`src/rtl/serial_cfg_pkg.sv`:
```
// Shared types and field layout for the backend serial configuration link.
package serial_cfg_pkg;

  typedef enum logic [1:0] {IDLE, LOW, HIGH, TAIL} state_t;

  localparam int CFG_WIDTH   = 5;
  localparam int GAIN_A1_LSB = 0;
  localparam int GAIN_A1_W   = 3;
  localparam int GAIN_A2_LSB = 3;
  localparam int GAIN_A2_W   = 2;

  function automatic logic [CFG_WIDTH-1:0] pack_gains(
    input logic [GAIN_A2_W-1:0] a2,
    input logic [GAIN_A1_W-1:0] a1
  );
    return {a2, a1};
  endfunction

endpackage

```
`src/rtl/sclk_divider.sv`:
```
// Phase counter: one-cycle phase_end every CLK_DIV cycles while en, cleared otherwise.
module sclk_divider #(
  parameter int CLK_DIV = 4
) (
  input  logic gclk,
  input  logic grst_n,
  input  logic en,
  output logic phase_end
);

  localparam int CW = $clog2(CLK_DIV);
  localparam logic [CW-1:0] LAST = CW'(CLK_DIV - 1);

  logic [CW-1:0] cnt;

  assign phase_end = en && (cnt == LAST);

  always_ff @(posedge gclk or negedge grst_n) begin
    if (!grst_n)                cnt <= '0;
    else if (!en || phase_end)  cnt <= '0;
    else                        cnt <= cnt + 1'b1;
  end

endmodule

```
`src/rtl/serial_cfg_tx.sv`:
```
// Shifts a parallel config word MSB-first over sclk/sdin with a start/busy/done handshake.
module serial_cfg_tx
  import serial_cfg_pkg::*;
#(
  parameter int WIDTH   = CFG_WIDTH,
  parameter int CLK_DIV = 4
) (
  input  logic             i_clk,
  input  logic             i_resetbAll,
  input  logic             i_start,
  input  logic [WIDTH-1:0] i_data,
  output logic             o_busy,
  output logic             o_done,
  output logic             o_sclk,
  output logic             o_sdin
);

  localparam int IW = (WIDTH > 1) ? $clog2(WIDTH) : 1;

  generate
    if (CLK_DIV < 2) begin : g_bad_div
      $error("serial_cfg_tx: CLK_DIV must be >= 2");
    end
  endgenerate

  state_t           state;
  logic [WIDTH-1:0] shreg;
  logic [IW-1:0]    idx;
  logic             run;
  logic             phase_end;

  assign run = (state != IDLE);

  sclk_divider #(.CLK_DIV(CLK_DIV)) u_div (
    .gclk      (i_clk),
    .grst_n    (i_resetbAll),
    .en        (run),
    .phase_end (phase_end)
  );

  // sdin is loaded one phase ahead so it is already valid for the whole LOW phase.
  always_ff @(posedge i_clk or negedge i_resetbAll) begin
    if (!i_resetbAll) begin
      state  <= IDLE;
      shreg  <= '0;
      idx    <= '0;
      o_busy <= 1'b0;
      o_done <= 1'b0;
      o_sclk <= 1'b0;
      o_sdin <= 1'b0;
    end else begin
      o_done <= 1'b0;
      case (state)
        IDLE: if (i_start) begin
          shreg  <= i_data;
          idx    <= IW'(WIDTH - 1);
          o_sdin <= i_data[WIDTH-1];
          o_busy <= 1'b1;
          state  <= LOW;
        end
        LOW: if (phase_end) begin
          o_sclk <= 1'b1;
          state  <= HIGH;
        end
        HIGH: if (phase_end) begin
          o_sclk <= 1'b0;
          if (idx == '0) begin
            o_sdin <= 1'b0;
            state  <= TAIL;
          end else begin
            idx    <= idx - 1'b1;
            o_sdin <= shreg[idx - 1'b1];
            state  <= LOW;
          end
        end
        TAIL: if (phase_end) begin
          o_busy <= 1'b0;
          o_done <= 1'b1;
          state  <= IDLE;
        end
        default: state <= IDLE;
      endcase
    end
  end

endmodule

```
`config.mk`:
```
export PLATFORM = sky130hd
export DESIGN_NAME = serial_cfg_tx
export DESIGN_NICKNAME = d
export VERILOG_FILES = /design/src/rtl/serial_cfg_pkg.sv /design/src/rtl/sclk_divider.sv /design/src/rtl/serial_cfg_tx.sv
export SDC_FILE = /design/constraint.sdc
export NUM_CORES = 1
export LEC_CHECK = 0
export CAP_MARGIN = 20
export CORE_MARGIN = 1.5
export CORE_UTILIZATION = 35
export CTS_CLUSTER_DIAMETER = 200
export CTS_CLUSTER_SIZE = 10
export DETAILED_ROUTE_END_ITERATION = 8
export REMOVE_ABC_BUFFERS = 1
export SLEW_MARGIN = 10
export SYNTH_ARGS = -nofsm -noshare
export SYNTH_HDL_FRONTEND = slang
export SYNTH_SLANG_ARGS = --single-unit
```
`constraint.sdc`:
```
create_clock -name i_clk -period 3.7 [get_ports i_clk]
set_input_delay 0.74 -clock i_clk [delete_from_list [all_inputs] [get_ports i_clk]]
set_output_delay 0.74 -clock i_clk [all_outputs]
set_load 0.1 [all_outputs]
```
==> reports/qor_table.md, run 1 <==
| Stage | Item | Value |
|---|---|---|
| status | Result of the run | finished clean |
| yosys | Number of different library cells in the post-synthesis netlist | 28 |
| setup path | Setup slack, reg-to-reg | 1.92 ns |
| detailed routing | Top routing layer in use | met4 |
| yosys | Most area-hungry cell type in the Yosys netlist | dfrtp_1 |
| layout | Final net count | 88 |
| setup path | Cell depth of the worst flop-to-flop path | 7 |
| yosys | Number of enable-type register cells in the synthesized netlist | 0 |
| pwr | Pleak | 0.4069 nW |
| setup path | Last element of the critical path | o_sclk |
| setup path | Endpoint of the worst-slack reg-to-reg timing path | o_sdin$_DFFE_PN0P_ |
| grt | Number of global-route vias before repair | 498 |
| timing | WHS | 0.4429 ns |
| die | Height of the die | 49.66 microns |
| yosys | Synth top cells by count | dfrtp_1, inv_1, mux2_4 |
| setup path | Sequence of cells on the critical path | clkdlybuf4s50_1 |
| timing | Worst slew slack as a fraction of its limit | 0.3532 |
| setup path | Crit Path Class | reg -> out |
| setup path | Nature of the critical path startpoint | flop |
| placement | DP Cell Count | 99 |
| clocking | Post-CTS Resized | 0 |
| setup path | Startpoint of the most critical register-to-register path | idx[0]$_DFFE_PN0P_ |
| timing | Number of setup violations in the final report | 0 |
| die | Standard-cell rows | 16 |
| run | Max-capacitance violation count | 0 |
| clocking | CTS tree | done |
| setup path | Highest fanout seen on the critical path | 3 |
| setup path | Crit. End Element | primary output |
| setup path | Slowest stage cell, crit path | clkdlybuf4s50_1 |
| clocking | Clock sink total | 16 |
| clocking | Clk Latency, worst-skew pair | 0.29 ns |
| setup path | Peak per-stage delay on the critical path | 1.14 ns |
| placement | DP Wirelength | 947.5 microns |
| setup path | Worst path bufs/invs | 1 |
| layout | Antenna Diode Count | 0 |
| yosys | Count of state elements after synthesis | 16 |
| timing | Max Clock Skew | 0.003724 ns |
| clocking | Count of hold buffers inserted by post-cts repair | 0 |
| timing | Worst Max-Slew Pin Slew | 0.9671 ns |
| yosys | Count of mapped cells out of synthesis | 63 |
| yosys | Fraction of registers with async set/reset | 1.000 |
| clocking | Post-CTS clock slew at the launch and capture registers of the worst setup and hold paths | 0.09 ns |
| die | Core area | 0.002002 sq mm |
| die | Effective utilization at floorplan | 0.3806 |
| detailed routing | Starting DRC count in detailed routing | 10 |
| layout | Non-Filler Instances | 102 |
| clocking | Number of buffers created by CTS | 3 |
| die | Floorplan die area | 0.002466 sq mm |
| yosys | Number of warnings printed during yosys synthesis | 0 |
| yosys | Most common cell in the netlist | dfrtp_1 |
| clocking | Max H-tree Level | 1 |
| yosys | Most instantiated flip-flop cell in the synthesis netlist | dfrtp_1 |
| yosys | Sequential fraction of the synthesis area | 0.5255 |
| setup path | Req. time, crit path | 2.96 ns |
| clocking | Number of buffers inserted to repair setup after CTS | 0 |
| min path | Type of the worst min-delay path | reg -> reg |
| timing | Final worst path period need | 2.532 ns |
| detailed routing | Average wire length per cell after detail routing | 12.25 microns |
| pwr | Power density relative to cell area | 857.2 mW/mm^2 |
| yosys | Post-Synthesis Mean Instance Area | 12.09 sq um |
| detailed routing | DRT antenna net count | 0 |
| yosys | Share of the synthesized area in the top cell type | 0.5255 |
| timing | Unrepaired setup endpoints after global routing | no |
| detailed routing | Routed wire length | 1250 microns |
| setup path | Data arrival at the endpoint of the critical path | 1.79 ns |
| die | Number of ports placed on the die boundary | 12 |
| setup path | Family with the most delay on the worst path | buffers and inverters |
| yosys | Top cells by area in the synthesized netlist | dfrtp_1, mux2_4, ha_1 |
| timing | Fraction of the cycle the final worst path needs | 0.6843 |
| grt | Number of antenna violations at the first check in global routing | 0 |
| layout | Proportion of layout cells with a drive suffix above 1 | 0.1733 |
| grt | Global-route wire length before repair | 2277 microns |
| clocking | Number of buffers on the longest clock path | 2 |
| timing | Final Max Tran Viols | 0 |
| grt | Global-route usage over all layers | 0.1236 |
| detailed routing | Met3 layer wire length in the routed design | 37 microns |
| detailed routing | Met1 WL | 624 microns |
| timing | Setup total negative slack | 0 ns |
| setup path | Origin of the worst setup path | o_sclk$_DFFE_PN0P_ |
| placement | Port bufs | 11 |
| detailed routing | DR vias/cell | 4.745 |
| min path | Min-Delay Startpoint | u_div.cnt[0]$_DFF_PN0_ |
| die | Width of the chip | 49.66 microns |
| placement | RD Place Congestion | 0.6775 |
| timing | Final hold violation count | 0 |
| setup path | Crit. path cell count | 1 |
| pwr | Maximum ir drop on the vdd rail | 0.5217 mV |
| grt | Overflow after GRT | 0 |
| detailed routing | Total number of vias | 484 |
| timing | Highest Clock Rate | 395.0 MHz |
| detailed routing | Total met2 wirelength after detailed routing | 549 microns |
| grt | Largest net degree at the start of global routing | 17 |
| layout | Synthesis-to-layout area growth | 19.70% |
| clocking | CTS Root Buffer Type | clkbuf_4 |
| detailed routing | DRC | 0 |
| detailed routing | Number of iterations in the first detailed-routing pass | 3 |
| yosys | Area of the mapped netlist | 762.0 sq um |
-- flip-flops by register name, summed over array words and instances, names as in the netlist --
signal     count
o_sdin         1
state          2
u_div.cnt      2
idx            3
shreg          5
o_sclk         1
o_done         1
o_busy         1
-- worst min-delay path by stage --
stage | to | cells past startpoint | slack, ns
final | u_div.cnt[0]$_DFF_PN0_ | 1 | 0.44
after floorplan | u_div.cnt[0]$_DFF_PN0_ | 1 | 0.41
after CTS | u_div.cnt[0]$_DFF_PN0_ | 1 | 0.45
after global routing | u_div.cnt[0]$_DFF_PN0_ | 1 | 0.48
after detailed placement | u_div.cnt[0]$_DFF_PN0_ | 1 | 0.43
after global placement | u_div.cnt[0]$_DFF_PN0_ | 1 | 0.43
-- report_power, final --
group / total (mW) / internal (mW) / switching, mW
clock network: 0.0909 / 0.0379 / 0.0531
logic: 0.385 / 0.167 / 0.219
registers: 0.305 / 0.248 / 0.0574
-- cell families after synthesis --
kind of cell             after synthesis  share of synthesized area
multiplexers                           8                     0.1379
buffers and inverters                  9                    0.05583
AO/OA/AOI/OAI                         13                     0.1150
flip-flops                            16                     0.5254
AND/OR/NAND/NOR                       14                     0.1166
adder cells (fa/ha/maj)                3                    0.04927
-- routing by layer --
metal,track usage,up-vias
met3,0.02727,5
met1,0.1670,223
met2,0.1822,10
met5,0,-
met4,0.06944,0
li1,-,246
-- cell type report --
cell class	instances	area (sq um)
Tap cell	27	33.78
Inverter	7	26.28
Sequential cell	16	400.4
Fill cell	199	1090
Clock buffer	3	22.52
Timing Repair Buffer	11	110.1
Multi-Input combinational cell	38	319.1
-- cell usage in the layout (no fill, tap or decap) --
cell | netlist | routed
dfrtp_1 | 16 | 16
clkdlybuf4s50_1 | 0 | 11
inv_1 | 7 | 7
mux2_4 | 5 | 5
mux2i_1 | 3 | 3
a21oi_1 | 3 | 3
ha_1 | 3 | 3
clkbuf_4 | 0 | 3
o22ai_1 | 2 | 2
nand3_1 | 2 | 2
nand2_1 | 2 | 2
o21ai_0 | 2 | 2
nor2_2 | 1 | 1
nor3b_1 | 1 | 1
and3_2 | 1 | 1
and2_4 | 1 | 1
o21bai_1 | 1 | 1
nand2b_1 | 1 | 1
nand2_2 | 1 | 1
o21a_1 | 1 | 1
and4_1 | 1 | 1
o32a_1 | 1 | 1
nor2_1 | 1 | 1
a22o_1 | 1 | 1
or3_4 | 1 | 1
o22a_1 | 1 | 1
a21o_1 | 1 | 1
nor3_1 | 1 | 1
-- through the flow --
stage	worst slack [ns]	cell area [sq um]	total power [mW]	utilization
final	1.168	912.1	0.7818	0.4556
after global routing	1.102	912.1	0.8420	0.4556
after CTS	1.164	912.1	0.7889	0.4556
after detailed placement	1.486	889.6	0.6986	0.4444
after global placement	1.493	889.6	0.6886	0.4444
after floorplan	2.052	745.7	0.6078	-
No activity file was read; power rests on OpenSTA's default activity.
==> run 2: changes to the inputs <==
clock period = 2.2 ns   (was 3.7 ns; I/O delays follow)
==> run 2 against run 1 <==
Register-to-register slack worse by 1.5 ns. Die area stayed put. Flip-flop and latch count unchanged. Cell count rose by 2.0%. Global-route usage rose by 0.12 points. Count of clock-buffer cells in the layout up 1. Cell area rose by 1.2%. Largest cell class unchanged. Largest power group unchanged.
==> reports/qor_table.md, run 2 (synthesized netlist as in run 1, its figures left out) <==
| Stage | Item | Value |
|---|---|---|
| status | Result of the run | finished clean |
| pwr | Power density relative to cell area | 1455 mW/mm^2 |
| layout | Fill cells | 202 |
| timing | Setup total negative slack | 0 ns |
| clocking | Number of buffers on the longest clock path | 2 |
| detailed routing | DRT antenna net count | 0 |
| placement | RD Place Congestion | 0.7340 |
| placement | Port bufs | 11 |
| setup path | Peak per-stage delay on the critical path | 0.39 ns |
| placement | DP Wirelength | 958.8 microns |
| setup path | Req. time, crit path | 2.37 ns |
| die | Effective utilization at floorplan | 0.3806 |
| detailed routing | DR vias/cell | 4.798 |
| setup path | Data arrival at the endpoint of the critical path | 1.91 ns |
| grt | Number of antenna violations at the first check in global routing | 0 |
| layout | Flip-flop count of the largest register after layout | 5 |
| pwr | Power after layout | 1.343 mW |
| detailed routing | Number of iterations in the first detailed-routing pass | 3 |
| pwr | Fraction of power consumed by combinational cells | 0.477 |
| timing | Worst Max-Slew Pin Slew | 0.3831 ns |
| timing | Max Clock Skew | 0.0006491 ns |
| layout | Register area | 400.4 sq um |
| grt | Overflow after GRT | 0 |
| clocking | CTS Root Buffer Type | clkbuf_4 |
| setup path | Worst path bufs/invs | 1 |
| layout | Antenna Diode Count | 0 |
| timing | Fraction of the cycle the final worst path needs | 0.7915 |
| min path | Hold Path Cell Cnt | 1 |
| die | Core area | 0.002002 sq mm |
| setup path | Nature of the critical path startpoint | flop |
| pwr | Sw Pwr | 0.5527 mW |
| setup path | Startpoint of the most critical register-to-register path | idx[0]$_DFFE_PN0P_ |
| clocking | Post-CTS Resized | 0 |
| timing | Final Max Tran Viols | 0 |
| setup path | Cell depth of the worst flop-to-flop path | 7 |
| run | Max-capacitance violation count | 0 |
| clocking | Max H-tree Level | 1 |
| pwr | Sw frac | 0.4115 |
| clocking | Post-CTS clock slew at the launch and capture registers of the worst setup and hold paths | 0.09 ns |
| grt | Largest net degree at the start of global routing | 17 |
| layout | Most frequent cells in the layout | dfrtp_1, inv_1, clkdlybuf4s50_1 |
| setup path | Endpoint of the worst-slack reg-to-reg timing path | o_sdin$_DFFE_PN0P_ |
| clocking | Number of buffers inserted to repair setup after CTS | 0 |
| detailed routing | Routed wire length | 1296 microns |
| die | Standard-cell rows | 16 |
| timing | Number of setup violations in the final report | 0 |
| clocking | Number of buffers created by CTS | 3 |
| die | Floorplan die area | 0.002466 sq mm |
| detailed routing | DRC | 0 |
| min path | Type of the worst min-delay path | reg -> reg |
| detailed routing | Average wire length per cell after detail routing | 12.46 microns |
| pwr | Clock share of power | 0.140 |
| setup path | Crit Path Class | reg -> reg |
| timing | Final worst path period need | 1.741 ns |
| setup path | Highest fanout seen on the critical path | 3 |
| layout | Final net count | 89 |
| setup path | Crit. End Element | flop |
| die | Height of the die | 49.66 microns |
| clocking | CTS tree | done |
| setup path | Most Frequent Cell on Critical Path | ha_1 |
| layout | Largest registers | shreg: 5 flops, idx: 3 flops |
| layout | Area taken by multi-input logic gates | 319.1 sq um |
| layout | Register containing the most flip-flops in the final layout | shreg |
| layout | Synthesis-to-layout area growth | 21.18% |
| grt | Global-route wire length before repair | 2256 microns |
| layout | Most common library cell in the layout ignoring fill and taps | dfrtp_1 |
| timing | Setup slack after layout | 0.4586 ns |
| detailed routing | Total number of vias | 499 |
| clocking | Clock sink total | 16 |
| layout | Proportion of layout cells with a drive suffix above 1 | 0.2468 |
| setup path | Slowest stage cell, crit path | dfrtp_1 |
| min path | Hold worst-path end | u_div.cnt[0]$_DFF_PN0_ |
| setup path | Setup slack, reg-to-reg | 0.46 ns |
| timing | Highest Clock Rate | 574.2 MHz |
| setup path | Family with the most delay on the worst path | adder cells |
| pwr | Maximum ir drop on the vdd rail | 0.6131 mV |
| die | Number of ports placed on the die boundary | 12 |
| grt | Number of global-route vias before repair | 517 |
| clocking | Clk Latency, worst-skew pair | 0.28 ns |
| pwr | Portion of total power attributed to sequential cells | 0.383 |
| setup path | Sequence of cells on the critical path | inv_1 > ha_1 > ha_1 > a21oi_1 > o22ai_1 > and4_1 > o32a_1 |
| placement | DP Worst Slack | 0.4639 ns |
| detailed routing | Starting DRC count in detailed routing | 1 |
| timing | Worst slew slack as a fraction of its limit | 0.7446 |
| grt | Global-route usage over all layers | 0.1248 |
| pwr | P_int | 0.7905 mW |
| pwr | Pleak | 0.4214 nW |
| timing | Unrepaired setup endpoints after global routing | no |
| die | Width of the chip | 49.66 microns |
| clocking | Count of hold buffers inserted by post-cts repair | 0 |
| min path | Min-Delay Startpoint | u_div.cnt[0]$_DFF_PN0_ |
| timing | Final hold violation count | 0 |
run 2: cell count changes in the layout (fill, tap and decap cells not counted), sizes merged:
cell           previous run  this run
buf                       0         5
clkbuf                    3         4
clkdlybuf4s50            11         7
run 2: layout make-up:
type	count	area share
multi-input cells	38	0.3455
flip-flops and latches	16	0.4336
clock buffers	4	0.03930
repair buffers	12	0.1165
inverters	7	0.02846
well taps	27	0.03659
run 2: power groups by stage:
stage                     combinational (mW)  clock [mW]  sequential, mW
after floorplan                        0.355           0           0.667
after global placement                 0.631           0           0.522
after detailed placement               0.642           0           0.520
after CTS                              0.645       0.199           0.514
after global routing                   0.691       0.211           0.533
final                                  0.640       0.188           0.514
run 2: metrics by stage:
stage          instances  cell area (sq um)  utilization  hold slack, ns
5_1_grt              104              923.4       0.4613          0.4766
4_1_cts              104              923.4       0.4613          0.4566
2_1_floorplan         61              745.7            -          0.1444
6_report             104              923.4       0.4613          0.4527
3_3_place_gp         100              887.1       0.4431          0.4298
3_5_place_dp         100              887.1       0.4431          0.4441
run 2: how the worst max path moves through the flow:
stage          cells past startpoint                  to  slack [ns]               start
6_report                           7  o_sdin$_DFFE_PN0P_        0.46  idx[0]$_DFFE_PN0P_
5_1_grt                            7  o_sdin$_DFFE_PN0P_        0.37  idx[0]$_DFFE_PN0P_
4_1_cts                            7  o_sdin$_DFFE_PN0P_        0.45  idx[0]$_DFFE_PN0P_
3_5_place_dp                       7  o_sdin$_DFFE_PN0P_        0.46  idx[0]$_DFFE_PN0P_
3_3_place_gp                       7  o_sdin$_DFFE_PN0P_        0.49  idx[0]$_DFFE_PN0P_
2_1_floorplan                      7  o_sdin$_DFFE_PN0P_        0.55  idx[0]$_DFFE_PN0P_
run 2: routing by layer:
metal / share of wire / vias up / global-route usage
met2: 0.44 / 7 / 0.1867
met3: 0.020 / 2 / 0.02727
li1: - / 247 / -
met4: 0.016 / 0 / 0.09722
met5: 0 / - / 0
met1: 0.52 / 243 / 0.1550
==> RTL edit 1, RTL diff (flow settings as in run 2) <==
The 4 states of `state_t` get a one-hot encoding in 4 bits.
--- a/src/rtl/serial_cfg_pkg.sv
+++ b/src/rtl/serial_cfg_pkg.sv
@@ -1,7 +1,7 @@
 // Shared types and field layout for the backend serial configuration link.
 package serial_cfg_pkg;
 
-  typedef enum logic [1:0] {IDLE, LOW, HIGH, TAIL} state_t;
+  typedef enum logic [3:0] {IDLE = 4'b0001, LOW = 4'b0010, HIGH = 4'b0100, TAIL = 4'b1000} state_t;
 
   localparam int CFG_WIDTH   = 5;
   localparam int GAIN_A1_LSB = 0;
Formal check against the unedited RTL: same outputs for any inputs over 10 cycles, from zero or initial values and one cycle with i_resetbAll low; not proved beyond that.
==> RTL edit 1 against run 2 <==
- wire length up 43%
- clock power up 13%
- final area up 26%
- setup slack worse by 350 ps
- total power down 12%
- sequential cell count up 2
- via count up 52%
- global-route usage up 0.71 points
- synthesized area up 34%
- critical endpoint unchanged
- largest cell class is now multi-input combinational cells
==> RTL edit 1: results (changes against run 2) <==
| Metric | Value |
|---|---|
| Status | completed (unchanged) |
| Met1 usage | 15.6% (was 15.5%) |
| Synth top cells by count | dfrtp_1, nand2_1, nor2_1, o21ai_0 (was dfrtp_1, inv_1, mux2_4) |
| Min-Delay Path Class | in2async (was reg2reg) |
| Slew headroom | 72.8% (was 74.5%) |
| Smallest hold slack | 445 ps (was 453 ps) |
| Share of cells above drive strength 1 | 14.2% (was 24.7%) |
| Starting DRT DRC Count | 18 (was 1) |
| Top class by area | multi-input combinational cells (was sequential cells) |
| DP HPWL | 1370 um (was 959 um) |
| Register bit total from synthesis | 18 (was 16) |
| Non-CTS buffers | 13 (was 12) |
| FF-to-FF path depth | 6 (was 7) |
| Post-synthesis mux area share | 10.4% (was 13.8%) |
| Mapped Cells | 96 (was 63) |
| Fraction of area in multi-input gates | 43.7% (was 34.6%) |
| Internal | 724 uW (was 791 uW) |
| Crit path DAT | 2290 ps (was 1910 ps) |
| CP peak stage delay | 490 ps (was 390 ps) |
| Crit-path max FO | 8 (was 3) |
| Number of global-route vias before repair | 805 (was 517) |
| Non-clock buffering overhead | 9.92% (was 11.7%) |
| Inst Count DP | 133 (was 100) |
| Adder and majority gate portion of the synthesized area | 3.67% (was 4.93%) |
| Top Family by Delay on Critical Path | compound AO/OA/AOI/OAI gates (was adder cells) |
| Reg clk slew, reported paths | 110 ps (was 90 ps) |
| DP Area | 1120 um2 (was 887 um2) |
| Wirelength, routed | 1850 um (was 1300 um) |
| Mapped Area | 1020 um2 (was 762 um2) |
| Synth Area in Compound Gates | 13.7% (was 11.5%) |
| Comb_multi_in | 68 (was 38) |
| Layout Skew | 9.67 ps (was 0.649 ps) |
| Share of synthesized area occupied by flip-flops and latches | 44.1% (was 52.5%) |
| Top post-synthesis cells by area | dfrtp_1, mux2_1, mux2i_1, ha_1, buf_6 (was dfrtp_1, mux2_4, ha_1, mux2i_1, inv_1) |
| Setup WS pre-CTS | 135 ps (was 464 ps) |
| Top flop regs | shreg (5), state (4), idx (3) (was shreg (5), idx (3)) |
| First-pass GRT wire length | 3380 um (was 2260 um) |
| Pin count of the biggest net entering global routing | 19 (was 17) |
| GRT Total Usage | 13.2% (was 12.5%) |
| Count of cell types in the netlist | 34 (was 28) |
| Seq. cell area | 452 um2 (was 400 um2) |
[RTL edit 1: changes by cell type in the layout (fill, tap and decap cells not counted), moves of 4 or more]
cell	change
inv_1	-4
nor2_1	+5
nor2b_1	+5
o21ai_0	+4
mux2_1	+5
nand2_1	+5
mux2_4	-5
[RTL edit 1: per-layer routing]
| metal | vias to the layer above | wire (um) |
|---|---|---|
| li1 | 367 | - |
| met1 | 371 | 831 |
| met2 | 17 | 917 |
| met3 | 4 | 67 |
| met4 | 0 | 34 |
| met5 | - | 0 |
[RTL edit 1: cell families (layout without fill, tap and decap cells)]
logic type      count (synthesis)  in the layout
compound gates                 21             21
fa+ha+maj                       3              3
buf+inv                        10             20
flops                          18             18
mux                            10             10
simple gates                   34             34
[RTL edit 1: how the worst max path moves through the flow]
| stage | endpoint |
|---|---|
| floorplan | o_sdin |
| global placement | o_sdin |
| detailed placement | o_sdin |
| CTS | o_sdin |
| global route | o_sdin |
| finish | o_sdin |
==> RTL edit 2, RTL diff (config.mk and constraints of run 2) <==
Without the edit above. `CLK_DIV` is set to 4 in 2 places; all go to 2.
--- a/src/rtl/sclk_divider.sv
+++ b/src/rtl/sclk_divider.sv
@@ -1,6 +1,6 @@
 // Phase counter: one-cycle phase_end every CLK_DIV cycles while en, cleared otherwise.
 module sclk_divider #(
-  parameter int CLK_DIV = 4
+  parameter int CLK_DIV = 2
 ) (
   input  logic gclk,
   input  logic grst_n,
--- a/src/rtl/serial_cfg_tx.sv
+++ b/src/rtl/serial_cfg_tx.sv
@@ -3,7 +3,7 @@
   import serial_cfg_pkg::*;
 #(
   parameter int WIDTH   = CFG_WIDTH,
-  parameter int CLK_DIV = 4
+  parameter int CLK_DIV = 2
 ) (
   input  logic             i_clk,
   input  logic             i_resetbAll,
Check against the original RTL: not equivalent (a bounded check fails within 4 cycles, from zero or initial values and one cycle with i_resetbAll low).
==> RTL edit 2 against run 2 <==
- utilization fell by 1.1 points
- wire length decreased by 0.46%
- final area decreased by 3.4%
- clock skew increased by 6.2 ps
- setup slack improved by 140 ps
- total power up 3.7%
- sequential cell count decreased by 1
- synthesized area shrank 1.8%
==> RTL edit 2: results (changes against run 2) <==
| Metric | Value |
|---|---|
| First-pass GRT wire length | 2390 um (was 2260 um) |
| WHS Endpoint | o_sclk (was u_div.cnt[0]) |
| Starting DRT DRC Count | 6 (was 1) |
| Top Family by Delay on Critical Path | buffers and inverters (was adder cells) |
| Worst-Margin Slew | 646 ps (was 383 ps) |
| Final GP Congestion | 0.809 (was 0.734) |
| Top post-synthesis cells by area | dfrtp_1, mux2_2, ha_1, mux4_2, o21ai_0 (was dfrtp_1, mux2_4, ha_1, mux2i_1, inv_1) |
| Synth top cells by count | dfrtp_1, mux2_2, inv_1 (was dfrtp_1, inv_1, mux2_4) |
| Number of global-route vias before repair | 516 (was 517) |
| Worst setup path end | shreg[4] (was o_sdin) |
| Root Buffer | clkbuf_4 (unchanged) |
| DR WL/cell | 12.2 um (was 12.5 um) |
| Top flop regs | shreg (5), idx (3), state (2) (was shreg (5), idx (3)) |
| Leak | 0.000387 uW (was 0.000421 uW) |
| Pre-Repair DR Iteration Count | 3 (unchanged) |
| Peak VDD IR | 0.743 mV (was 0.613 mV) |
| Status | completed (unchanged) |
| WHS Path Cells | 2 (was 1) |
| GRT Total Usage | 13.6% (was 12.5%) |
| Share of cells above drive strength 1 | 20.3% (was 24.7%) |
| Share of synthesized area occupied by flip-flops and latches | 50.2% (was 52.5%) |
| Pin count of the biggest net entering global routing | 16 (was 17) |
| I/O Buffers | 11 (unchanged) |
| CP peak stage delay | 490 ps (was 390 ps) |
| Crit-path max FO | 7 (was 3) |
| FF-to-FF path depth | 5 (was 7) |
| CP max-delay cell | clkdlybuf4s50_1 (was dfrtp_1) |
| Layout Skew | 6.84 ps (was 0.649 ps) |
| Setup crit start | i_start (was idx[0]) |
| Slack of the worst reg-to-reg path | 630 ps (was 460 ps) |
| DP HPWL | 956 um (was 959 um) |
| Hold path startpoint | o_sclk (was u_div.cnt[0]) |
| Final net count | 90 (was 89) |
## RTL edit 2: cell count changes in the layout (fill, tap and decap cells not counted), moves of 3 or more
| cell | run 2 | this run |
|---|---|---|
| mux2_4 | 5 | 0 |
| nor2_1 | 1 | 4 |
| mux2_2 | 0 | 7 |
| mux2i_1 | 3 | 0 |
| nor2b_1 | 0 | 3 |
## RTL edit 2: kinds of logic (layout without fill, tap and decap cells)
logic type	Yosys count	count (layout)	share of synthesized area, %
flops	15	15	50.2
simple gates	19	19	14.2
xor+xnor	2	2	2.34
compound gates	13	13	11.7
mux	8	8	13.5
fa+ha+maj	2	2	3.34
buf+inv	7	20	4.68
## RTL edit 2: where the power goes
part           leakage, uW  internal, uW  switching [uW]  total, uW
Clock            0.0000150          70.5            87.3        158
Sequential        0.000178           403             113        516
Combinational     0.000194           291             428        719
## RTL edit 2: cell type report
| type | instances | area, um2 |
|---|---|---|
| multi-input combinational | 44 | 338 |
| tap | 27 | 33.8 |
| fill | 196 | 1090 |
| sequential | 15 | 375 |
| timing repair buffer | 11 | 100 |
| clock buffer | 4 | 26.3 |
| inverter | 5 | 18.8 |
## RTL edit 2: routing by layer
layer  share of wire [%]  vias to the layer above  wire [um]  track usage [%]
li1                    -                      255          -                -
met1                  47                      245        604             16.7
met4                 1.2                        0         15             5.71
met5                   0                        -          0                0
met2                  46                       11        597             20.0
met3                 5.7                        2         73             6.75
## RTL edit 2: metrics by stage
step           hold WS, ps  std cells  instance area (um2)  setup slack, ps  utilization [%]
2_1_floorplan          144         64                  732              807                -
3_3_place_gp           474        102                  866              306             43.7
3_5_place_dp           486        102                  866              265             43.7
4_1_cts                505        106                  892              577             45.0
5_1_grt                528        106                  892              464             45.0
6_report               501        106                  892              596             45.0
